File: config.mk
export PLATFORM = sky130hd
export DESIGN_NAME = sm_subtractor_pipe
export DESIGN_NICKNAME = d
export VERILOG_FILES = /design/src/rtl/fft_fixed_pkg.sv /design/src/rtl/sm_sat_pack.sv /design/src/rtl/sm_subtractor_pipe.sv
export SDC_FILE = /design/constraint.sdc
export NUM_CORES = 1
export LEC_CHECK = 0
export ABC_AREA = 1
export CORE_ASPECT_RATIO = 1.5
export CORE_MARGIN = 2
export CORE_UTILIZATION = 56
export CTS_CLUSTER_DIAMETER = 40
export DETAILED_ROUTE_END_ITERATION = 10
export PLACE_DENSITY = 0.82
export SETUP_SLACK_MARGIN = 0.02
export SLEW_MARGIN = 10
export SYNTH_ARGS = -nofsm -noshare
export SYNTH_HDL_FRONTEND = slang
export SYNTH_SLANG_ARGS = --single-unit
File: constraint.sdc
create_clock -name CLK -period 4 [get_ports CLK]
set_input_delay 1.2 -clock CLK [delete_from_list [all_inputs] [get_ports CLK]]
set_output_delay 1.2 -clock CLK [all_outputs]
set_load 0.01 [all_outputs]
File: src/rtl/fft_fixed_pkg.sv
// Shared sign-magnitude fixed-point helpers for the FFT butterfly datapath.
// Functions work on a fixed maximum width; callers pass their word width w
// (w <= MAX_W) and truncate the result to w bits.
package fft_fixed_pkg;

  localparam int BITS    = 16;
  localparam int FIX_BIT = 7;
  localparam int SM_MAX  = (1 << (BITS - 1)) - 1;
  localparam int MAX_W   = 32;

  typedef logic signed [MAX_W:0] tc_t;
  typedef logic        [MAX_W-1:0] sm_t;

  // Sign-magnitude word of width w to two's complement; -0 maps to 0.
  function automatic tc_t sm_to_tc(input sm_t x, input int w);
    sm_t sign_bit;
    sm_t mag_mask;
    tc_t t;
    sign_bit = sm_t'(1) << (w - 1);
    mag_mask = sign_bit - sm_t'(1);
    t        = tc_t'({1'b0, x & mag_mask});
    return ((x & sign_bit) != '0) ? -t : t;
  endfunction

  function automatic tc_t tc_abs(input tc_t d);
    return d[MAX_W] ? -d : d;
  endfunction

  // True when |d| exceeds the largest magnitude a w-bit word can hold.
  function automatic logic sm_sat_flag(input tc_t d, input int w);
    sm_t smax;
    smax = (sm_t'(1) << (w - 1)) - sm_t'(1);
    return tc_abs(d) > tc_t'({1'b0, smax});
  endfunction

  // Two's complement to w-bit sign-magnitude, clipping to full scale.
  // A zero result always comes out as +0.
  function automatic sm_t tc_to_sm_sat(input tc_t d, input int w);
    sm_t sign_bit;
    sm_t smax;
    sm_t mag;
    tc_t a;
    sign_bit = sm_t'(1) << (w - 1);
    smax     = sign_bit - sm_t'(1);
    a        = tc_abs(d);
    if (a > tc_t'({1'b0, smax})) mag = smax;
    else                         mag = a[MAX_W-1:0];
    return d[MAX_W] ? (mag | sign_bit) : mag;
  endfunction

endpackage

File: src/rtl/sm_sat_pack.sv
// Packing stage: two's complement difference to clipped sign-magnitude word.
module sm_sat_pack
  import fft_fixed_pkg::*;
#(
  parameter int bits = BITS
) (
  input  logic signed [bits:0]   d,
  output logic        [bits-1:0] sm,
  output logic                   sat
);

  // Magnitude, clip, sign and +0 normalisation in one combinational step
  always_comb begin
    sm  = bits'(tc_to_sm_sat(tc_t'(d), bits));
    sat = sm_sat_flag(tc_t'(d), bits);
  end

endmodule

File: src/rtl/sm_subtractor_pipe.sv
// Two-stage flow-controlled sign-magnitude subtractor, OUTPUT = INPUT0 - INPUT1.
// S1 holds the exact two's complement difference, S2 the packed result.
module sm_subtractor_pipe
  import fft_fixed_pkg::*;
#(
  parameter int fix_bit = FIX_BIT,
  parameter int bits    = BITS
) (
  input  logic            CLK,
  input  logic            RST,
  input  logic            IN_VALID,
  output logic            IN_READY,
  input  logic [bits-1:0] INPUT0,
  input  logic [bits-1:0] INPUT1,
  output logic            OUT_VALID,
  input  logic            OUT_READY,
  output logic [bits-1:0] OUTPUT,
  output logic            SAT
);

  if (bits < 4 || bits > MAX_W) begin : g_bad_bits
    $error("sm_subtractor_pipe: bits out of supported range");
  end
  if (fix_bit < 0 || fix_bit > bits - 1) begin : g_bad_fix_bit
    $error("sm_subtractor_pipe: fix_bit must fit in the magnitude field");
  end

  logic                   vld_p1;
  logic                   vld_p2;
  logic                   ld_p1;
  logic                   ld_p2;
  logic signed [bits:0]   d_p1;
  logic        [bits-1:0] sm_p2;
  logic                   sat_p2;
  logic        [bits-1:0] pack_sm;
  logic                   pack_sat;

  // S2 refills when it is empty or its word leaves this cycle; S1 refills
  // when it is empty or its word moves into S2.
  assign ld_p2    = vld_p1 & (~vld_p2 | OUT_READY);
  assign ld_p1    = ~vld_p1 | ld_p2;
  assign IN_READY = RST | ~vld_p1 | ~vld_p2 | OUT_READY;

  // Stage-valid flags; reset drops whatever is in flight
  always_ff @(posedge CLK) begin
    if (RST) begin
      vld_p1 <= 1'b0;
      vld_p2 <= 1'b0;
    end else begin
      if (ld_p1) vld_p1 <= IN_VALID;
      if (ld_p2)          vld_p2 <= 1'b1;
      else if (OUT_READY) vld_p2 <= 1'b0;
    end
  end

  // ---- p0 -> p1: exact difference, cannot overflow at bits+1 ----
  always_ff @(posedge CLK) begin
    if (ld_p1 && IN_VALID)
      d_p1 <= (bits+1)'(sm_to_tc(sm_t'(INPUT0), bits) - sm_to_tc(sm_t'(INPUT1), bits));
  end

  sm_sat_pack #(
    .bits (bits)
  ) u_pack (
    .d   (d_p1),
    .sm  (pack_sm),
    .sat (pack_sat)
  );

  // ---- p1 -> p2: packed sign-magnitude word, held while stalled ----
  always_ff @(posedge CLK) begin
    if (ld_p2) begin
      sm_p2  <= pack_sm;
      sat_p2 <= pack_sat;
    end
  end

  // Outputs read as zero whenever nothing valid is presented
  assign OUT_VALID = vld_p2;
  assign OUTPUT    = vld_p2 ? sm_p2 : '0;
  assign SAT       = vld_p2 & sat_p2;

endmodule

==> results.yml, run 1 <==
floorplanning:
  core_region_area_um2: 6400
  std_cell_rows: 36
  die_x_um: 69.8
  die_y_um: 103
  start_util_pct: 56.9
  pin_count: 55
  fp.dieArea_um2: 7170
clocking:
  clkLatencyLatePin_ns: 0.29
  clk_pin_slew_ns: 0.07
  cts_setup_buffers: 0
  cts.repair.resized: 0
  clock_sink_count: 36
  cts_buffer_depth: 2
  htree_levels: 2
  hold_buffers: 0
  cts_tree: "yes"
  cts_root_buffer: "clkbuf_8"
  numCtsBuffers: 5
synth:
  synth-edff-count: 34
  syn_inst: 528
  syn_area_um2: 3640
  yosysWarnings: 0
  synth.avg_cell_area_um2: 6.89
  synth.distinct_cells: 40
  synth_fp_nets: 584
  synth-seq-area-share_pct: 29.2
  ys_ff_latch: 36
  synth_ff_type: "edfxtp_1"
  async_reset_ff_share_pct: 0
critical_path:
  reg2reg_from: "d_p1[0]"
  reg2reg_slack_ns: 2.23
  r2r-end: "sm_p2[10]"
  slowest_stage: "clkdlybuf4s50_1"
  critical_path_class: "input port to primary output"
  crit_path_start_kind: "input port"
  crit_chain: "clkdlybuf4s50_1 -> inv_1 -> nand2_1 -> nor2_1 -> inv_1 -> or2_2 -> clkdlybuf4s50_1"
  required_ns: 2.80
  end_kind: "primary output"
  ff2ff_path_depth: 8
  path_buf_inv: 4
  critPathMaxStageDelay_ns: 0.48
  path_max_fanout: 3
  critical-path-top-delay-family: "buffers and inverters"
  worst_ep_arrival_time_ns: 2.64
hold_path:
  hold_depth: 2
  hp-start: "OUT_VALID"
  min_to: "OUT_VALID"
  hold_class: "register to register"
power:
  peakVddDrop_mv: 0.127
  p_per_area_nw_per_um2: 323
  power.leakage_uw: 0.00218
  power_uw: 1420
cells_and_area:
  num-fill-cells: 581
  most-common-layout-cells: "nand2_1, inv_1, clkdlybuf4s50_1, nor2_1"
  syn_to_final_growth_pct: 20.9
  layout_commonest_cell: "nand2_1"
  nets: 651
  drive_gt1_share_pct: 9.56
  antenna_cells: 0
  design_area_um2: 4400
timing:
  setup-tns-final_ns: 0
  worst_pin_slew_ns: 0.638
  relSlewSlack_pct: 57.5
  slew_viol_final: 0
  fin_crit_ns: 3.84
  setup_slack_ns: 0.164
  hold_viol: 0
  fin_skew_ns: 0.00465
  max_freq_mhz: 261
  rsz0062_at_grt: "no"
  setup_viol: 0
  hold_slack_ns: 0.489
  period_share_pct: 95.9
grt:
  antenna_found_initial: 0
  grt_pass1_vias: 3534
  grt_usage_pct: 25.7
  overflow: 0
  grt_max_degree: 20
  grt_pass1_wl_um: 14600
detailed_routing:
  drt_iter0_markers: 113
  drtPass1Iterations: 4
  wl_met3_um: 251
  vias: 3440
  top_layer_used: "met4"
  remaining_drc_errors: 0
  vias_per_cell: 5.12
  wl_um: 8400
  ant_nets: 0
  wl_met1_um: 2760
  routedWlPerCell_um: 12.5
  wl_met2_um: 4820
placed_design:
  hpwl_um: 7240
  dpl_cell_area_um2: 4300
  place_ws_ns: -0.0685
  io_buffers: 54
  place_congestion: 0.964
run:
  max-cap-violations: 0
outcome:
  status: "completed"
-- worst reg2reg max path, cell delays in order (launching register included) --
cell	delay (ns)
edfxtp_1	0.38
inv_2	0.10
ha_1	0.20
nand2_1	0.08
nor2_1	0.29
nand2_1	0.10
nand2_1	0.09
xor2_1	0.19
nand3_2	0.09
-- power breakdown --
part | internal (µW) | switching [µW] | leakage, µW | total (µW)
Sequential | 501 | 46.5 | 0.000336 | 548
Clock | 137 | 129 | 0.0000510 | 266
Combinational | 249 | 358 | 0.00179 | 608
-- sequential cells by signal, indices dropped and copies added, names as in the netlist --
| register | count |
|---|---|
| OUT_VALID | 1 |
| d_p1 | 17 |
| sat_p2 | 1 |
| sm_p2 | 16 |
| vld_p1 | 1 |
-- kinds of logic (layout without fill, tap and decap cells) --
kind of cell / count (synthesis) / after routing / synth area share [%]
fa+ha+maj: 20 / 20 / 7.08
flops: 36 / 36 / 29.2
buf+inv: 100 / 168 / 11.8
compound gates: 50 / 50 / 7.63
xor+xnor: 38 / 38 / 9.15
simple gates: 284 / 284 / 35.1
-- cell type report --
type                    count  area (µm²)  share of cell area [%]
clock inverters             2        10.0                   0.228
repair buffers             70         661                    15.0
flip-flops and latches     36        1060                    24.1
multi-input cells         392        2150                    48.9
inverters                  90         338                    7.68
clock buffers               6        82.6                    1.88
well taps                  76        95.1                    2.16
-- cells in the mapped netlist, types with 3 or more instances --
master,count,share of area [%]
ha_1,19,6.5
a21oi_1,21,2.9
clkbuf_1,4,0.41
xor2_1,33,7.9
nand3_1,34,4.7
o21ai_0,21,2.9
edfxtp_1,34,28
nand2_2,3,0.52
nor3_1,5,0.69
nor2_2,4,0.69
nand3_2,12,3.3
inv_2,3,0.31
nand2_1,156,16
nor2_1,51,5.3
xnor2_1,5,1.2
nand3b_1,3,0.62
nand4_1,4,0.69
inv_1,87,9.0
or2_2,4,0.69
-- stage by stage --
step,instances,util [%]
floorplan,528,-
global placement,664,67.3
detailed placement,664,67.3
CTS,672,68.7
global route,672,68.8
finish,672,68.8
-- routing by layer --
| metal | vias to the layer above | GRT usage [%] |
|---|---|---|
| li1 | 1803 | - |
| met5 | - | 0 |
| met4 | 0 | 17.2 |
| met1 | 1526 | 21.5 |
| met3 | 28 | 3.71 |
| met2 | 83 | 54.2 |
-- worst max path at each step --
stage | cells after the start | slack [ns] | startpoint | end
floorplan | 15 | 0.69 | INPUT0[0] | d_p1[16]
global placement | 16 | -0.04 | INPUT0[1] | d_p1[16]
detailed placement | 16 | -0.07 | INPUT0[1] | d_p1[16]
CTS | 7 | 0.16 | OUT_READY | IN_READY
global route | 7 | 0.05 | OUT_READY | IN_READY
finish | 7 | 0.16 | OUT_READY | IN_READY
(Power assumes the default switching activity.)
==> inputs of run 2 (changes only) <==
--- a/config.mk
+++ b/config.mk
@@ -6,8 +6,8 @@
 export NUM_CORES = 1
 export LEC_CHECK = 0
 export ABC_AREA = 1
+export CAP_MARGIN = 5
 export CORE_ASPECT_RATIO = 1.5
-export CORE_MARGIN = 2
 export CORE_UTILIZATION = 56
 export CTS_CLUSTER_DIAMETER = 40
 export DETAILED_ROUTE_END_ITERATION = 10
==> run 2 against run 1 <==
Global-route usage grew 1.9 points; sequential share of layout area increased by 0.26 points; via count rose by 3.3%; wire length fell by 1.6%; power fell by 2.3%; critical path type unchanged; critical endpoint unchanged; largest power group unchanged.
==> results.yml, run 2 (same netlist as run 1, synthesis figures left out) <==
power:
  seq_power_share_pct: 39.4
  combPwrFrac_pct: 43.4
  peakVddDrop_mv: 0.168
  p_clk_share_pct: 17.2
  power.switching_uw: 523
  p_per_area_nw_per_um2: 319
  power_switching_share_pct: 37.7
  p_int_uw: 865
  power.leakage_uw: 0.00215
detailed_routing:
  wl_um: 8260
  drtPass1Iterations: 5
  remaining_drc_errors: 0
  drt_iter0_markers: 156
  ant_nets: 0
  routedWlPerCell_um: 12.4
  vias_per_cell: 5.33
  vias: 3552
clocking:
  clkLatencyLatePin_ns: 0.29
  numCtsBuffers: 5
  clk_pin_slew_ns: 0.06
  hold_buffers: 0
  cts_tree: "yes"
  cts.repair.resized: 0
  cts_buffer_depth: 2
  htree_levels: 2
  clock_sink_count: 36
  cts_root_buffer: "clkbuf_8"
  cts_setup_buffers: 0
critical_path:
  critical_path_class: "input port to primary output"
  reg2reg_from: "d_p1[1]"
  worst_ep_arrival_time_ns: 2.61
  path_max_fanout: 3
  cp-startpoint: "OUT_READY"
  r2r-end: "sm_p2[14]"
  ff2ff_path_depth: 9
  required_ns: 2.80
  end_kind: "primary output"
  endpoint: "IN_READY"
  reg2reg_slack_ns: 2.13
  crit_path_start_kind: "input port"
grt:
  antenna_found_initial: 0
  overflow: 0
  grt_pass1_vias: 3523
  grt_pass1_wl_um: 14300
  grt_usage_pct: 27.6
  grt_max_degree: 20
hold_path:
  hold_class: "register to register"
cells_and_area:
  design_area_um2: 4350
  layout_commonest_cell: "nand2_1"
  largest_reg_flops: 17
  regMostFlops: "d_p1"
  syn_to_final_growth_pct: 19.6
  num-fill-cells: 555
  top_regs: "d_p1: 17 flops, sm_p2: 16 flops"
  most-common-layout-cells: "nand2_1, inv_1, clkdlybuf4s50_1, nor2_1"
  utilization_pct: 70.0
  drive_gt1_share_pct: 8.45
  antenna_cells: 0
  nets: 648
placed_design:
  place_ws_ns: -0.0531
  io_buffers: 54
  dpl_cell_area_um2: 4280
  hpwl_um: 6960
  place_congestion: 0.946
floorplanning:
  fp.dieArea_um2: 6830
  die_x_um: 67.8
  pin_count: 55
  start_util_pct: 58.5
  die_y_um: 101
  std_cell_rows: 35
  core_region_area_um2: 6220
timing:
  fin_skew_ns: 0.00570
  max_freq_mhz: 263
  period_share_pct: 95.1
  slew_viol_final: 0
  worst_pin_slew_ns: 0.636
  hold_slack_ns: 0.486
  hold_viol: 0
  relSlewSlack_pct: 57.6
  rsz0062_at_grt: "no"
  fin_crit_ns: 3.81
  setup_viol: 0
  setup-tns-final_ns: 0
  setup_slack_ns: 0.194
outcome:
  status: "completed"
run:
  max-cap-violations: 0
==> run 2: cell types whose count changed in the layout (fill, tap and decap cells not counted), sizes merged <==
cell,previous run,this run
clkbuf,6,7
clkinv,2,0
buf,16,13
==> run 2: layout make-up <==
cell class	instances	area, µm²	share of cell area (%)
well taps	74	92.6	2.13
clock buffers	7	76.3	1.75
inverters	90	338	7.76
repair buffers	67	638	14.7
flip-flops and latches	36	1060	24.4
multi-input cells	392	2150	49.3
==> run 2: worst min-delay path by stage <==
| stage | from | slack (ns) | endpoint | cells after the start |
|---|---|---|---|---|
| 6_report | vld_p1 | 0.49 | OUT_VALID | 2 |
| 5_1_grt | vld_p1 | 0.53 | OUT_VALID | 2 |
| 4_1_cts | vld_p1 | 0.48 | OUT_VALID | 2 |
| 3_5_place_dp | vld_p1 | 0.48 | OUT_VALID | 2 |
| 3_3_place_gp | vld_p1 | 0.47 | OUT_VALID | 2 |
| 2_1_floorplan | vld_p1 | 0.45 | OUT_VALID | 2 |
==> run 2: worst max-delay path, cell delays in order <==
cell and delay, ns:
clkdlybuf4s50_1 0.40, inv_1 0.07, nand2_1 0.06, nor2_1 0.08
inv_1 0.06, or2_2 0.26, clkdlybuf4s50_1 0.47
==> run 2: per-stage QoR <==
step                power (µW)  cells
finish                    1390    666
global route              1490    666
CTS                       1390    666
detailed placement        1150    659
global placement          1120    659
floorplan                  986    528
==> run 2: power by group through the flow <==
stage	combinational (µW)	sequential (µW)	clock, µW
finish	603	548	238
global route	684	554	254
CTS	600	547	240
detailed placement	596	555	0
global placement	571	552	0
floorplan	447	539	0
==> run 2: per-layer routing <==
metal	wire length, µm	track usage (%)	vias to the layer above	part of all wire [%]
met4	608	20.7	0	7.4
li1	-	-	1797	-
met2	4560	53.1	120	55
met1	2840	24.8	1594	34
met3	254	3.05	41	3.1
met5	0	0	-	0
==> inputs of run 3 (changes only) <==
--- a/config.mk
+++ b/config.mk
@@ -8,12 +8,13 @@
 export ABC_AREA = 1
 export CAP_MARGIN = 5
 export CORE_ASPECT_RATIO = 1.5
-export CORE_UTILIZATION = 56
+export CORE_UTILIZATION = 45
 export CTS_CLUSTER_DIAMETER = 40
 export DETAILED_ROUTE_END_ITERATION = 10
-export PLACE_DENSITY = 0.82
+export PLACE_DENSITY = 0.69
 export SETUP_SLACK_MARGIN = 0.02
 export SLEW_MARGIN = 10
 export SYNTH_ARGS = -nofsm -noshare
 export SYNTH_HDL_FRONTEND = slang
+export SYNTH_HIERARCHICAL = 1
 export SYNTH_SLANG_ARGS = --single-unit
==> run 3 against run 2 <==
Global-route usage decreased by 7.5 points; combinational power decreased by 7.6%; sequential cell count unchanged; via count decreased by 5.8%; critical path type unchanged.
==> results.yml, run 3 <==
critical_path:
  worst_ep_arrival_time_ns: 2.60
  end_kind: "primary output"
  cp-startpoint: "OUT_READY"
  reg2reg_slack_ns: 2.22
  crit_path_start_kind: "input port"
  crit_chain: "clkdlybuf4s50_1 -> inv_1 -> nand2_1 -> nor2_1 -> inv_1 -> or2_2 -> clkdlybuf4s50_1"
  endpoint: "IN_READY"
  path_max_fanout: 3
  required_ns: 2.80
  ff2ff_path_depth: 8
  slowest_stage: "clkdlybuf4s50_1"
  critPathMaxStageDelay_ns: 0.47
  r2r-end: "sm_p2[1]"
  reg2reg_from: "d_p1[3]"
  critical_path_class: "input port to primary output"
floorplanning:
  pin_count: 55
  die_y_um: 111
  start_util_pct: 46.8
  fp.dieArea_um2: 8330
  die_x_um: 74.9
  std_cell_rows: 39
  core_region_area_um2: 7660
synth:
  synth.distinct_cells: 34
  yosys.area.top_type: "edfxtp_1"
  synth_ff_type: "edfxtp_1"
  yosysWarnings: 6
  synth.avg_cell_area_um2: 6.58
  yosysMostFrequentCell: "nand2_1"
  syn_area_um2: 3580
  synth-edff-count: 34
  synth_common_cells: "nand2_1, inv_1, nor2_1, edfxtp_1, nand3_1"
  synthTopCellsByArea: "edfxtp_1, nand2_1, inv_1, ha_1, xor2_1"
  syn_inst: 545
  synth-seq-area-share_pct: 29.6
  async_reset_ff_share_pct: 0
  yosysTopAreaCellShare_pct: 28.5
  synth_fp_nets: 601
  ys_ff_latch: 36
clocking:
  clk_pin_slew_ns: 0.05
  clock_sink_count: 36
  cts_root_buffer: "clkbuf_16"
  numCtsBuffers: 5
  cts_setup_buffers: 0
  cts_buffer_depth: 2
  cts_tree: "yes"
  cts.repair.resized: 0
  htree_levels: 2
  clkLatencyLatePin_ns: 0.28
  hold_buffers: 0
power:
  p_int_uw: 1030
  combPwrFrac_pct: 36.3
  p_clk_share_pct: 28.1
  peakVddDrop_mv: 0.176
  power_switching_share_pct: 33.2
  power.switching_uw: 510
  p_per_area_nw_per_um2: 348
  seq_power_share_pct: 35.7
  power.leakage_uw: 0.00225
grt:
  grt_max_degree: 20
  antenna_found_initial: 0
  overflow: 0
  grt_pass1_vias: 3317
  grt_pass1_wl_um: 13000
  grt_usage_pct: 20.1
timing:
  period_share_pct: 95.1
  fin_crit_ns: 3.80
  fin_skew_ns: 0.00631
  setup_viol: 0
  worst_pin_slew_ns: 0.617
  relSlewSlack_pct: 58.8
  slew_viol_final: 0
  setup-tns-final_ns: 0
  rsz0062_at_grt: "no"
  hold_viol: 0
  max_freq_mhz: 263
cells_and_area:
  layout_commonest_cell: "nand2_1"
  regMostFlops: "d_p1"
  syn_to_final_growth_pct: 23.0
  largest_reg_flops: 17
  antenna_cells: 0
  nets: 659
  utilization_pct: 57.6
  top_regs: "d_p1: 17 flops, sm_p2: 16 flops"
  drive_gt1_share_pct: 6.95
  most-common-layout-cells: "nand2_1, inv_1, clkdlybuf4s50_1, nor2_1, edfxtp_1"
run:
  max-cap-violations: 0
detailed_routing:
  drtPass1Iterations: 4
  routedWlPerCell_um: 10.4
  drt_iter0_markers: 114
  remaining_drc_errors: 0
  vias: 3345
  vias_per_cell: 4.74
  ant_nets: 0
  wl_um: 7370
placed_design:
  hpwl_um: 6490
  io_buffers: 54
  place_congestion: 0.896
hold_path:
  hold_class: "register to register"
  hp-start: "OUT_VALID"
outcome:
  status: "completed"
run 3: layer usage:
layer	global-route usage [%]	vias to the layer above	wire [µm]	part of all wire, %
met4	13.8	0	448	6.1
li1	-	1793	-	-
met5	0	-	0	0
met2	39.6	85	4240	58
met3	2.55	32	194	2.6
met1	17.3	1435	2480	34
run 3: how the worst min path moves through the flow:
stage,endpoint,depth (start not counted),slack [ns]
after detailed placement,OUT_VALID,2,0.48
after global routing,OUT_VALID,2,0.52
final,OUT_VALID,2,0.48
after floorplan,OUT_VALID,2,0.45
after CTS,OUT_VALID,2,0.49
after global placement,OUT_VALID,2,0.46
run 3: cell type report:
type                            count  area (µm²)
Inverter                          107         402
Sequential cell                    36        1060
Clock inverter                      2        35.0
Multi-Input combinational cell    394        2080
Timing Repair Buffer               59         578
Clock buffer                        6         129
Tap cell                          102         128
Fill cell                         762        3250
run 3: worst max-delay path, delay by kind of cell:
family | cells | cell delay (ns)
simple gates | 3 | 0.40
buf+inv | 4 | 1.00
run 3: cell families (layout without fill, tap and decap cells):
kind of cell / after synthesis / in the layout / share of synthesized area (%)
buffers and inverters: 115 / 174 / 12.4
AND/OR/NAND/NOR: 297 / 297 / 35.6
XOR/XNOR: 36 / 36 / 8.80
flip-flops: 36 / 36 / 29.6
adder cells (fa/ha/maj): 20 / 20 / 7.19
AO/OA/AOI/OAI: 41 / 41 / 6.42
run 3: power groups by stage:
| stage | combinational [µW] | sequential, µW | clock, µW |
|---|---|---|---|
| floorplan | 423 | 541 | 0 |
| global placement | 546 | 552 | 0 |
| detailed placement | 558 | 556 | 0 |
| CTS | 560 | 548 | 438 |
| global route | 647 | 556 | 460 |
| finish | 557 | 548 | 431 |
run 3: metrics by stage:
step | setup slack (ns) | total power, µW | cell area [µm²] | hold WS (ns) | std cells
2_1_floorplan | 0.825 | 963 | 3580 | 0.450 | 545
3_3_place_gp | 0.119 | 1100 | 4250 | 0.463 | 698
3_5_place_dp | 0.0830 | 1110 | 4250 | 0.480 | 698
4_1_cts | 0.182 | 1550 | 4410 | 0.489 | 706
5_1_grt | 0.0949 | 1660 | 4410 | 0.519 | 706
6_report | 0.197 | 1540 | 4410 | 0.484 | 706
